[src/rtl/panel_control.sv]
// Washing-machine front panel: debounces the four panel keys and runs the
// power/run state machine, end-of-cycle buzzer and automatic power-off.
module panel_control #(
  parameter int DEB_N    = 1_000_000,
  parameter int TICK_N   = 100_000_000,
  parameter int BEEP_SEC = 3,
  parameter int IDLE_SEC = 10
) (
  input  logic       clk,
  input  logic       rst,
  input  logic       btn_power,
  input  logic       btn_start,
  input  logic       btn_model,
  input  logic       btn_water,
  input  logic       finish,
  output logic       power_light,
  output logic [1:0] run_state,
  output logic [2:0] current_model,
  output logic [2:0] current_water,
  output logic       buzzer
);

  typedef enum logic [2:0] {S_OFF, S_IDLE, S_RUN, S_PAUSE, S_DONE} state_t;

  localparam int K_POWER = 0;
  localparam int K_START = 1;
  localparam int K_MODEL = 2;
  localparam int K_WATER = 3;

  localparam logic [19:0] DEB_MAX  = 20'(DEB_N - 1);
  localparam logic [26:0] TICK_MAX = 27'(TICK_N - 1);
  localparam logic [3:0]  SEC_BEEP = 4'(BEEP_SEC);
  localparam logic [3:0]  SEC_IDLE = 4'(IDLE_SEC);

  localparam logic [1:0] RS_STOP  = 2'b00;
  localparam logic [1:0] RS_RUN   = 2'b01;
  localparam logic [1:0] RS_PAUSE = 2'b10;

  // ---------------------------------------------------------------------------
  // Key path: 2-FF synchronizer, stability counter, rising-edge press pulse.
  // ---------------------------------------------------------------------------
  logic [3:0]  keys;
  logic [3:0]  sync1, sync2, stable, press;
  logic [19:0] deb_cnt [4];

  assign keys = {btn_water, btn_model, btn_start, btn_power};

  // NOTE: the counter array is tiny, so it is reset like ordinary flops; a key
  // held through reset must restart debouncing from a known zero count.
  always_ff @(posedge clk) begin
    if (rst) begin
      sync1  <= '0;
      sync2  <= '0;
      stable <= '0;
      press  <= '0;
      for (int i = 0; i < 4; i++) deb_cnt[i] <= '0;
    end else begin
      // NOTE: non-blocking assignments make sync2 take the old sync1, which is
      // what forms the two-stage synchronizer.
      sync1 <= keys;
      sync2 <= sync1;
      press <= '0;
      for (int i = 0; i < 4; i++) begin
        if (sync2[i] == stable[i]) begin
          deb_cnt[i] <= '0;
        end else if (deb_cnt[i] == DEB_MAX) begin
          stable[i]  <= sync2[i];
          deb_cnt[i] <= '0;
          press[i]   <= sync2[i];
        end else begin
          deb_cnt[i] <= deb_cnt[i] + 20'd1;
        end
      end
    end
  end

  // ---------------------------------------------------------------------------
  // Power/run state machine with DONE-phase timers.
  // ---------------------------------------------------------------------------
  state_t      state, state_next;
  logic [26:0] ticks, ticks_next;
  logic [3:0]  secs, secs_next;
  logic [2:0]  model_next, water_next;
  logic [1:0]  run_next;

  // NOTE: every variable gets a default before the case so no path can leave
  // it unassigned and infer a latch.
  always_comb begin
    state_next = state;
    ticks_next = ticks;
    secs_next  = secs;
    model_next = current_model;
    water_next = current_water;

    case (state)
      S_OFF: begin
        if (press[K_POWER]) state_next = S_IDLE;
      end
      S_IDLE: begin
        if (press[K_POWER]) begin
          state_next = S_OFF;
        end else begin
          if (press[K_START]) state_next = S_RUN;
          if (press[K_MODEL]) model_next = (current_model == 3'd5) ? 3'd0 : current_model + 3'd1;
          if (press[K_WATER]) water_next = (current_water == 3'd5) ? 3'd1 : current_water + 3'd1;
        end
      end
      S_RUN: begin
        if (press[K_POWER]) begin
          state_next = S_OFF;
        end else if (finish) begin
          state_next = S_DONE;
          ticks_next = '0;
          secs_next  = '0;
        end else if (press[K_START]) begin
          state_next = S_PAUSE;
        end
      end
      S_PAUSE: begin
        if (press[K_POWER])      state_next = S_OFF;
        else if (press[K_START]) state_next = S_RUN;
      end
      S_DONE: begin
        if (ticks == TICK_MAX) begin
          ticks_next = '0;
          if (secs < SEC_IDLE) secs_next = secs + 4'd1;
        end else begin
          ticks_next = ticks + 27'd1;
        end
        // Leave on the edge where the seconds count arrives at the idle limit.
        if (press[K_POWER] || secs_next == SEC_IDLE) state_next = S_OFF;
      end
      default: state_next = S_OFF;
    endcase

    // OFF always carries the default selection, so IDLE is entered with it too.
    if (state_next == S_OFF) begin
      model_next = 3'd0;
      water_next = 3'd2;
    end

    case (state_next)
      S_RUN, S_DONE: run_next = RS_RUN;
      S_PAUSE:       run_next = RS_PAUSE;
      default:       run_next = RS_STOP;
    endcase
  end

  always_ff @(posedge clk) begin
    if (rst) begin
      state         <= S_OFF;
      ticks         <= '0;
      secs          <= '0;
      current_model <= 3'd0;
      current_water <= 3'd2;
      power_light   <= 1'b0;
      run_state     <= RS_STOP;
      buzzer        <= 1'b0;
    end else begin
      state         <= state_next;
      ticks         <= ticks_next;
      secs          <= secs_next;
      current_model <= model_next;
      current_water <= water_next;
      power_light   <= (state_next != S_OFF);
      run_state     <= run_next;
      buzzer        <= (state_next == S_DONE) && (secs_next < SEC_BEEP);
    end
  end

endmodule

[config.mk]
export PLATFORM = sky130hd
export DESIGN_NAME = panel_control
export DESIGN_NICKNAME = d
export VERILOG_FILES = /design/src/rtl/panel_control.sv
export SDC_FILE = /design/constraint.sdc
export NUM_CORES = 1
export LEC_CHECK = 0
export BUFFER_PORTS_ARGS = -buffer_cell sky130_fd_sc_hd__buf_2
export CAP_MARGIN = 20
export CORE_ASPECT_RATIO = 0.6
export CORE_MARGIN = 2
export CORE_UTILIZATION = 31
export CTS_BUF_LIST = sky130_fd_sc_hd__clkbuf_2 sky130_fd_sc_hd__clkbuf_4 sky130_fd_sc_hd__clkbuf_8
export DETAILED_ROUTE_END_ITERATION = 16
export PLACE_DENSITY_LB_ADDON = 0.3
export SLEW_MARGIN = 0
export SYNTH_ARGS = -nofsm -noshare
export SYNTH_HDL_FRONTEND = slang
export SYNTH_SLANG_ARGS = --single-unit
[constraint.sdc]
create_clock -name clk -period 3.1 [get_ports clk]
set_input_delay 0.62 -clock clk [delete_from_list [all_inputs] [get_ports clk]]
set_output_delay 0.62 -clock clk [all_outputs]
set_load 0.02 [all_outputs]
==> results of run 1 <==
## final cells by class
cell class | instances | share of cell area
sequential | 140 | 0.4421
multi-input combinational | 625 | 0.4386
tap | 308 | 0.04728
clock buffer | 19 | 0.03132
clock inverter | 13 | 0.01842
timing repair buffer | 22 | 0.01535
inverter | 15 | 0.006908
## cell usage after synthesis (2+ instances only)
cell type / n / area, um^2
sky130_fd_sc_hd__a21boi_0: 2 / 15.01
sky130_fd_sc_hd__nor2b_1: 13 / 81.33
sky130_fd_sc_hd__nor3b_1: 5 / 37.54
sky130_fd_sc_hd__a21o_1: 4 / 30.03
sky130_fd_sc_hd__nand3_1: 33 / 165.2
sky130_fd_sc_hd__xor2_1: 45 / 394.1
sky130_fd_sc_hd__and3_1: 23 / 143.9
sky130_fd_sc_hd__and2_1: 7 / 43.79
sky130_fd_sc_hd__nand4b_1: 2 / 17.52
sky130_fd_sc_hd__a31oi_1: 4 / 25.02
sky130_fd_sc_hd__and4_1: 15 / 131.4
sky130_fd_sc_hd__clkbuf_1: 16 / 60.06
sky130_fd_sc_hd__or3_1: 9 / 56.30
sky130_fd_sc_hd__xnor2_1: 47 / 411.6
sky130_fd_sc_hd__inv_1: 14 / 52.55
sky130_fd_sc_hd__nor4bb_1: 2 / 20.02
sky130_fd_sc_hd__nand2_1: 49 / 183.9
sky130_fd_sc_hd__edfxtp_1: 80 / 2402
sky130_fd_sc_hd__nor3_1: 17 / 85.08
sky130_fd_sc_hd__mux2i_1: 5 / 50.05
sky130_fd_sc_hd__nor2_1: 141 / 529.3
sky130_fd_sc_hd__dfxtp_1: 60 / 1201
sky130_fd_sc_hd__nand2b_1: 3 / 18.77
sky130_fd_sc_hd__nand4_1: 27 / 168.9
sky130_fd_sc_hd__ha_1: 6 / 75.07
sky130_fd_sc_hd__o21ai_0: 15 / 75.07
sky130_fd_sc_hd__buf_2: 2 / 10.01
sky130_fd_sc_hd__or4_1: 2 / 15.01
sky130_fd_sc_hd__nor4_1: 12 / 75.07
sky130_fd_sc_hd__nand3b_1: 3 / 22.52
sky130_fd_sc_hd__a21oi_1: 26 / 130.1
sky130_fd_sc_hd__nor4b_1: 6 / 52.55
sky130_fd_sc_hd__o41a_1: 2 / 22.52
## layout by cell type, fill, tap and decap left out, types with 13 or more instances in the layout
cell	count
sky130_fd_sc_hd__nor2_1	141
sky130_fd_sc_hd__edfxtp_1	80
sky130_fd_sc_hd__conb_1	80
sky130_fd_sc_hd__dfxtp_1	60
sky130_fd_sc_hd__nand2_1	49
sky130_fd_sc_hd__xnor2_1	47
sky130_fd_sc_hd__xor2_1	45
sky130_fd_sc_hd__nand3_1	33
sky130_fd_sc_hd__nand4_1	27
sky130_fd_sc_hd__a21oi_1	26
sky130_fd_sc_hd__and3_1	23
sky130_fd_sc_hd__clkbuf_8	18
sky130_fd_sc_hd__nor3_1	17
sky130_fd_sc_hd__buf_2	16
sky130_fd_sc_hd__and4_1	15
sky130_fd_sc_hd__o21ai_0	15
sky130_fd_sc_hd__inv_1	14
sky130_fd_sc_hd__nor2b_1	13
## cell families after synthesis
| group | share of synthesized area |
|---|---|
| adder cells (fa/ha/maj) | 0.01071 |
| flip-flops | 0.5142 |
| multiplexers | 0.007142 |
| AND/OR/NAND/NOR | 0.2775 |
| buffers and inverters | 0.01803 |
| other | 0.0005351 |
| AO/OA/AOI/OAI | 0.05695 |
| XOR/XNOR | 0.1150 |
## power by group
| part | internal [mW] | leakage (nW) | switching, mW |
|---|---|---|---|
| clock | 0.816 | 0.204 | 0.724 |
| combinational | 0.0434 | 1.32 | 0.0652 |
| sequential | 2.01 | 1.31 | 0.0494 |
## how the worst max path moves through the flow
stage / end / depth (start not counted) / startpoint / slack [ns]
floorplan: deb_cnt[2][14] / 6 / deb_cnt[2][13] / 1.02
global placement: deb_cnt[1][15] / 7 / deb_cnt[1][0] / 0.69
detailed placement: deb_cnt[1][15] / 7 / deb_cnt[1][0] / 0.65
CTS: deb_cnt[1][15] / 7 / deb_cnt[1][0] / 0.64
global route: deb_cnt[1][19] / 7 / deb_cnt[1][0] / 0.36
finish: deb_cnt[1][15] / 7 / deb_cnt[1][0] / 0.66
## critical path, delay by kind of cell (launching register included)
kind	cells	cell delay, ns
flip-flops	1	0.40
AND/OR/NAND/NOR	5	1.30
buffers and inverters	1	0.25
adder cells (fa/ha/maj)	1	0.24
## metrics by stage
step	hold slack, ns	setup slack (ns)	std cells	utilization	instance area (um^2)
global placement	0.4175	0.6902	1110	0.3501	7745
floorplan	0.4138	1.024	798	-	7305
detailed placement	0.4223	0.6489	1110	0.3501	7745
CTS	0.3685	0.6397	1142	0.3684	8150
global route	0.3876	0.3566	1142	0.3684	8150
finish	0.3875	0.6588	1142	0.3684	8150
## sequential cells by signal (all words and copies together), names as in the netlist
signal / flops
secs: 4
sync1: 4
ticks: 27
run_state: 2
current_model: 3
sync2: 4
deb_cnt: 80
buzzer: 1
press: 4
current_water: 3
power_light: 1
state: 3
stable: 4
## layer usage
metal	global-route usage	vias to the layer above	wire, um
li1	-	2690	-
met1	0.2000	2284	8133
met2	0.1575	69	5070
met3	0.03738	11	703
met4	0.03524	0	131
met5	0	-	0
==> impl_metrics.xml, run 1 <==
<?xml version="1.0" encoding="UTF-8"?>
<metrics>
  <group name="floorplan">
    <metric name="rows" unit="">42</metric>
    <metric name="design.core.area" unit="um^2">22120</metric>
    <metric name="die_height" unit="um">120.5</metric>
    <metric name="start_util" unit="">0.3168</metric>
    <metric name="total_die_area" unit="um^2">23860</metric>
    <metric name="die_width" unit="um">198.1</metric>
    <metric name="io_pins" unit="">17</metric>
  </group>
  <group name="clock_network">
    <metric name="cts.sink_count" unit="">140</metric>
    <metric name="post-cts-setup-buffer-count" unit="">0</metric>
    <metric name="cts.path.max_buffers" unit="">2</metric>
    <metric name="ctsHoldBuffers" unit="">0</metric>
    <metric name="tritoncts" unit="">built</metric>
    <metric name="worstSkewPairLatency" unit="ns">0.45</metric>
    <metric name="cts-buffers-inserted" unit="">17</metric>
    <metric name="cts_root_buf" unit="">sky130_fd_sc_hd__clkbuf_8</metric>
    <metric name="clkTransAtPathRegs" unit="ns">0.08</metric>
    <metric name="post_cts.resized_instances" unit="">0</metric>
    <metric name="clock_tree.htree_level_count" unit="">4</metric>
  </group>
  <group name="worst_setup_path">
    <metric name="cp_slowest_stage_delay" unit="ns">0.48</metric>
    <metric name="crit_path_start_kind" unit="">register</metric>
    <metric name="cp.arrival" unit="ns">2.64</metric>
    <metric name="critPathRequiredTime" unit="ns">3.30</metric>
    <metric name="crit_path_max_fanout" unit="">11</metric>
    <metric name="critical_path.slowest_cell" unit="">sky130_fd_sc_hd__nor4_1</metric>
    <metric name="timing.setup.critical_path_class" unit="">register to register</metric>
    <metric name="r2r_end" unit="">deb_cnt[1][15]</metric>
    <metric name="timing.reg2reg.worst_path_depth" unit="">7</metric>
    <metric name="reg2reg_from" unit="">deb_cnt[1][0]</metric>
    <metric name="setup_slack_reg_to_reg" unit="ns">0.66</metric>
    <metric name="endpoint_kind" unit="">register</metric>
    <metric name="cp_cell_instances" unit="">ha_1 &gt; and2_1 &gt; nand2_1 &gt; nor4_1 &gt; or3_1 &gt; buf_4 &gt; nor2_1</metric>
  </group>
  <group name="worst_hold_path">
    <metric name="whs_endpoint" unit="">sync1[0]</metric>
    <metric name="min-delay-path-class" unit="">input pin to register</metric>
    <metric name="min_delay_path_depth" unit="">2</metric>
    <metric name="min-delay-start" unit="">btn_power</metric>
  </group>
  <group name="timing">
    <metric name="setup_viol" unit="">0</metric>
    <metric name="finalHoldViolCount" unit="">0</metric>
    <metric name="grt_setup_unrepaired" unit="">no</metric>
    <metric name="max_slew.worst_pin.slew" unit="ns">0.7203</metric>
    <metric name="fin_crit_sh" unit="">0.7875</metric>
    <metric name="max_freq" unit="MHz">409.6</metric>
    <metric name="post-route-min-period" unit="ns">2.441</metric>
    <metric name="final.setup.tns" unit="ns">0</metric>
    <metric name="max_slew_violation_total_from_the_final_report" unit="">0</metric>
    <metric name="maxSlewHeadroom" unit="">0.5153</metric>
    <metric name="skew" unit="ns">0.01416</metric>
  </group>
  <group name="power_and_ir_drop">
    <metric name="p_total" unit="mW">3.709</metric>
    <metric name="worst_ir_drop_vdd" unit="uV">230.1</metric>
    <metric name="total_leakage_power" unit="nW">2.832</metric>
    <metric name="total_power_density_per_cell_area" unit="nW/um^2">455.0</metric>
  </group>
  <group name="yosys">
    <metric name="post_synth_num_cell_types" unit="">55</metric>
    <metric name="syn-mean-instance-area" unit="um^2">9.747</metric>
    <metric name="synth_edf_count" unit="">80</metric>
    <metric name="synth.yosys.seq_area_share" unit="">0.5142</metric>
    <metric name="ys_dominant_reg_cell" unit="">sky130_fd_sc_hd__edfxtp_1</metric>
    <metric name="synth-async-reset-ratio" unit="">0</metric>
    <metric name="synth-warning-count" unit="">0</metric>
    <metric name="synthesized_flop_and_latch_total" unit="">140</metric>
    <metric name="syn_std_cell_area" unit="um^2">7008</metric>
    <metric name="netlist_instances" unit="">719</metric>
  </group>
  <group name="cells_and_area">
    <metric name="final.fill_count" unit="">2271</metric>
    <metric name="multiInputGateArea" unit="um^2">3575</metric>
    <metric name="layout-drive-gt1-share" unit="">0.07554</metric>
    <metric name="fin_nets" unit="">834</metric>
    <metric name="areaGrowthSynthToFinish" unit="%">16.30</metric>
    <metric name="regArea" unit="um^2">3603</metric>
    <metric name="insertedDiodeCount" unit="">0</metric>
  </group>
  <group name="grt">
    <metric name="antenna_found_initial" unit="">0</metric>
    <metric name="grt_start_max_net_pins" unit="">22</metric>
    <metric name="track_usage" unit="">0.1256</metric>
    <metric name="grt.overflow.total" unit="">0</metric>
    <metric name="global_route_wire_length_before_repair" unit="um">23360</metric>
    <metric name="vias_in_the_first_global_route" unit="">4540</metric>
  </group>
  <group name="detailed_routing">
    <metric name="antenna_left" unit="">0</metric>
    <metric name="via_count" unit="">5054</metric>
    <metric name="routed_wirelength" unit="um">14040</metric>
    <metric name="initialDrtViolationCount" unit="">317</metric>
    <metric name="drt_pass1_iterations" unit="">5</metric>
    <metric name="routed_wire_length_per_instance" unit="um">12.29</metric>
    <metric name="avgViaCountPerCell" unit="">4.426</metric>
    <metric name="route.detailed.drc" unit="">0</metric>
  </group>
  <group name="run">
    <metric name="max_cap_viol_count" unit="">0</metric>
  </group>
  <group name="placement">
    <metric name="place.gp.congestion" unit="">0.7916</metric>
    <metric name="hpwlAfterDp" unit="um">10200</metric>
    <metric name="port_buffers" unit="">16</metric>
  </group>
  <group name="status">
    <metric name="status" unit="">finished clean</metric>
  </group>
</metrics>
Note: power is estimated with default switching activity, not from simulation.
==> inputs of run 2 (changes only) <==
ABC_AREA = 1   (was default)
clock period = 2.5 ns   (was 3.1 ns; I/O delays follow)
==> impl_metrics.xml, run 2 <==
<?xml version="1.0" encoding="UTF-8"?>
<metrics>
  <group name="clock_network">
    <metric name="clkTransAtPathRegs" unit="ns">0.08</metric>
    <metric name="tritoncts" unit="">built</metric>
    <metric name="cts-buffers-inserted" unit="">17</metric>
    <metric name="ctsHoldBuffers" unit="">0</metric>
    <metric name="worstSkewPairLatency" unit="ns">0.44</metric>
    <metric name="clock_tree.htree_level_count" unit="">4</metric>
    <metric name="post_cts.resized_instances" unit="">0</metric>
    <metric name="cts.sink_count" unit="">140</metric>
    <metric name="post-cts-setup-buffer-count" unit="">0</metric>
    <metric name="cts.path.max_buffers" unit="">2</metric>
    <metric name="cts_root_buf" unit="">sky130_fd_sc_hd__clkbuf_8</metric>
  </group>
  <group name="detailed_routing">
    <metric name="route.detailed.drc" unit="">0</metric>
    <metric name="routed_wirelength" unit="um">15100</metric>
    <metric name="via_count" unit="">6030</metric>
    <metric name="routed_wire_length_per_instance" unit="um">11.08</metric>
    <metric name="antenna_left" unit="">0</metric>
    <metric name="initialDrtViolationCount" unit="">370</metric>
    <metric name="drt_pass1_iterations" unit="">5</metric>
    <metric name="avgViaCountPerCell" unit="">4.424</metric>
  </group>
  <group name="yosys">
    <metric name="syn_std_cell_area" unit="um^2">7433</metric>
    <metric name="synth-async-reset-ratio" unit="">0</metric>
    <metric name="ys_dominant_reg_cell" unit="">sky130_fd_sc_hd__edfxtp_1</metric>
    <metric name="synth_top_area_share" unit="">0.3232</metric>
    <metric name="post_synth_num_cell_types" unit="">47</metric>
    <metric name="synth_edf_count" unit="">80</metric>
    <metric name="post_synth_most_frequent_cells" unit="">sky130_fd_sc_hd__nand2_1 (161), sky130_fd_sc_hd__nor2_1 (141), sky130_fd_sc_hd__inv_1 (128)</metric>
    <metric name="netlist_instances" unit="">924</metric>
    <metric name="synthesized_flop_and_latch_total" unit="">140</metric>
    <metric name="synth-warning-count" unit="">0</metric>
    <metric name="syn-mean-instance-area" unit="um^2">8.045</metric>
    <metric name="synth_area_leader_cell" unit="">sky130_fd_sc_hd__edfxtp_1</metric>
    <metric name="most_common_cell_in_the_synthesized_netlist" unit="">sky130_fd_sc_hd__nand2_1</metric>
    <metric name="yosys-top-cells-area" unit="">sky130_fd_sc_hd__edfxtp_1 (32%), sky130_fd_sc_hd__dfxtp_1 (16%), sky130_fd_sc_hd__nand2_1 (8.1%)</metric>
    <metric name="synth.yosys.seq_area_share" unit="">0.4848</metric>
  </group>
  <group name="grt">
    <metric name="track_usage" unit="">0.1284</metric>
    <metric name="vias_in_the_first_global_route" unit="">5351</metric>
    <metric name="grt_start_max_net_pins" unit="">27</metric>
    <metric name="use_met3" unit="">0.03585</metric>
    <metric name="grt.met1_usage" unit="">0.1958</metric>
    <metric name="grtUsageMet2" unit="">0.1733</metric>
    <metric name="global_route_wire_length_before_repair" unit="um">25800</metric>
    <metric name="grt.busiest_layer" unit="">met1</metric>
    <metric name="antenna_found_initial" unit="">0</metric>
    <metric name="grt.overflow.total" unit="">0</metric>
  </group>
  <group name="placement">
    <metric name="hpwlAfterDp" unit="um">11330</metric>
    <metric name="place.gp.congestion" unit="">0.8372</metric>
    <metric name="port_buffers" unit="">16</metric>
  </group>
  <group name="cells_and_area">
    <metric name="final.fill_count" unit="">2434</metric>
    <metric name="registers.top_by_ff_count" unit="">deb_cnt</metric>
    <metric name="insertedDiodeCount" unit="">0</metric>
    <metric name="mostFrequentLayoutCells" unit="">sky130_fd_sc_hd__nand2_1 (161), sky130_fd_sc_hd__nor2_1 (141), sky130_fd_sc_hd__inv_1 (128), sky130_fd_sc_hd__edfxtp_1 (80), sky130_fd_sc_hd__conb_1 (80)</metric>
    <metric name="fin_nets" unit="">1048</metric>
    <metric name="layout-drive-gt1-share" unit="">0.09828</metric>
    <metric name="finalCoreUtilization" unit="">0.3711</metric>
    <metric name="flip_flop_count_of_the_largest_register_all_copies_and_words_added" unit="">80</metric>
    <metric name="largestRegisters" unit="">deb_cnt (80), ticks (27)</metric>
    <metric name="final_common_cell" unit="">sky130_fd_sc_hd__nand2_1</metric>
    <metric name="areaGrowthSynthToFinish" unit="%">16.29</metric>
  </group>
  <group name="power_and_ir_drop">
    <metric name="worst_ir_drop_vdd" unit="uV">332.3</metric>
    <metric name="power.combinational.fraction" unit="">0.034</metric>
    <metric name="intPower" unit="mW">3.676</metric>
    <metric name="pwr-share-clk" unit="">0.428</metric>
    <metric name="total_power_density_per_cell_area" unit="nW/um^2">549.1</metric>
    <metric name="power_switching" unit="mW">1.071</metric>
    <metric name="power.sequential.fraction" unit="">0.537</metric>
    <metric name="total_leakage_power" unit="nW">3.429</metric>
    <metric name="netSwitchingFraction" unit="">0.2256</metric>
  </group>
  <group name="floorplan">
    <metric name="design.core.area" unit="um^2">23300</metric>
    <metric name="die_height" unit="um">123.9</metric>
    <metric name="die_width" unit="um">203.9</metric>
    <metric name="io_pins" unit="">17</metric>
    <metric name="total_die_area" unit="um^2">25270</metric>
    <metric name="start_util" unit="">0.3191</metric>
    <metric name="rows" unit="">43</metric>
  </group>
  <group name="timing">
    <metric name="post-route-min-period" unit="ns">2.115</metric>
    <metric name="max_slew_violation_total_from_the_final_report" unit="">0</metric>
    <metric name="max_freq" unit="MHz">472.8</metric>
    <metric name="finalHoldViolCount" unit="">0</metric>
    <metric name="fin_crit_sh" unit="">0.8460</metric>
    <metric name="skew" unit="ns">0.009217</metric>
    <metric name="final.setup.tns" unit="ns">0</metric>
    <metric name="grt_setup_unrepaired" unit="">no</metric>
    <metric name="setup_viol" unit="">0</metric>
  </group>
  <group name="worst_setup_path">
    <metric name="endpoint_kind" unit="">register</metric>
    <metric name="crit_path_start_kind" unit="">register</metric>
    <metric name="crit_path_max_fanout" unit="">14</metric>
    <metric name="critPathRequiredTime" unit="ns">2.69</metric>
    <metric name="timing.setup.critical_path_class" unit="">register to register</metric>
    <metric name="cp.arrival" unit="ns">2.31</metric>
  </group>
  <group name="run">
    <metric name="max_cap_viol_count" unit="">0</metric>
  </group>
  <group name="status">
    <metric name="status" unit="">finished clean</metric>
  </group>
  <group name="worst_hold_path">
    <metric name="min-delay-path-class" unit="">input pin to register</metric>
  </group>
</metrics>
==> run 2: cell count changes after synthesis, sizes merged, moves of 32 or more <==
| cell | change |
|---|---|
| xor2 | -32 |
| nor3 | +39 |
| inv | +118 |
| nand2 | +121 |
| a21oi | +33 |
| xnor2 | -41 |
==> run 2: kinds of logic (layout without fill, tap and decap cells) <==
group,after synthesis,after routing,share of synthesized area
adder cells (fa/ha/maj),6,6,0.01010
XOR/XNOR,19,19,0.02239
buffers and inverters,146,191,0.07726
AND/OR/NAND/NOR,493,493,0.3151
flip-flops,140,140,0.4848
other,1,80,0.0005045
AO/OA/AOI/OAI,119,119,0.08988
==> run 2: per-layer routing <==
metal,share of wire,routed length (um)
met5,0,0
met3,0.052,785
met4,0.0073,110
met1,0.57,8540
met2,0.37,5661
==> run 2: critical path, cell delays in order, from the launching register on <==
cell	delay, ns
sky130_fd_sc_hd__edfxtp_1	0.41
sky130_fd_sc_hd__ha_1	0.19
sky130_fd_sc_hd__nand2_1	0.07
sky130_fd_sc_hd__nor2_1	0.18
sky130_fd_sc_hd__inv_2	0.08
sky130_fd_sc_hd__nor3_4	0.27
sky130_fd_sc_hd__nand3_1	0.14
sky130_fd_sc_hd__nand2_1	0.28
sky130_fd_sc_hd__buf_12	0.18
sky130_fd_sc_hd__a21oi_1	0.05
==> run 2: power groups by stage <==
stage	Combinational [mW]	Sequential [mW]	Clock, mW
2_1_floorplan	0.128	2.59	0
3_3_place_gp	0.162	2.60	0
3_5_place_dp	0.162	2.60	0
4_1_cts	0.162	2.55	2.10
5_1_grt	0.192	2.56	2.20
6_report	0.163	2.55	2.03
==> run 2: path summary, 6_finish.rpt <==
path	from	endpoint	slack [ns]	depth (start not counted)
min reg2reg	sync1[0]	sync2[0]	0.42	2
max	deb_cnt[2][0]	deb_cnt[2][4]	0.38	9
max reg2reg	deb_cnt[2][0]	deb_cnt[2][4]	0.38	9
min	btn_model	sync1[2]	0.27	3
==> run 2: cell type report <==
class / count / area [um^2] / share of cell area
inverters: 134 / 503.0 / 0.05818
clock inverters: 12 / 168.9 / 0.01954
clock buffers: 20 / 262.8 / 0.03040
multi-input cells: 717 / 3552 / 0.4109
well taps: 315 / 394.1 / 0.04559
repair buffers: 25 / 160.2 / 0.01853
flip-flops and latches: 140 / 3603 / 0.4168
==> run 2: per-stage QoR <==
step	cell area, um^2	std cells	hold slack (ns)	setup slack (ns)	power [mW]
floorplan	7730	1003	0.3883	0.7165	2.713
global placement	8213	1331	0.4114	0.4657	2.765
detailed placement	8213	1331	0.4132	0.3659	2.766
CTS	8645	1363	0.2260	0.3577	4.814
global route	8645	1363	0.2323	0.08001	4.954
finish	8645	1363	0.2666	0.3850	4.747
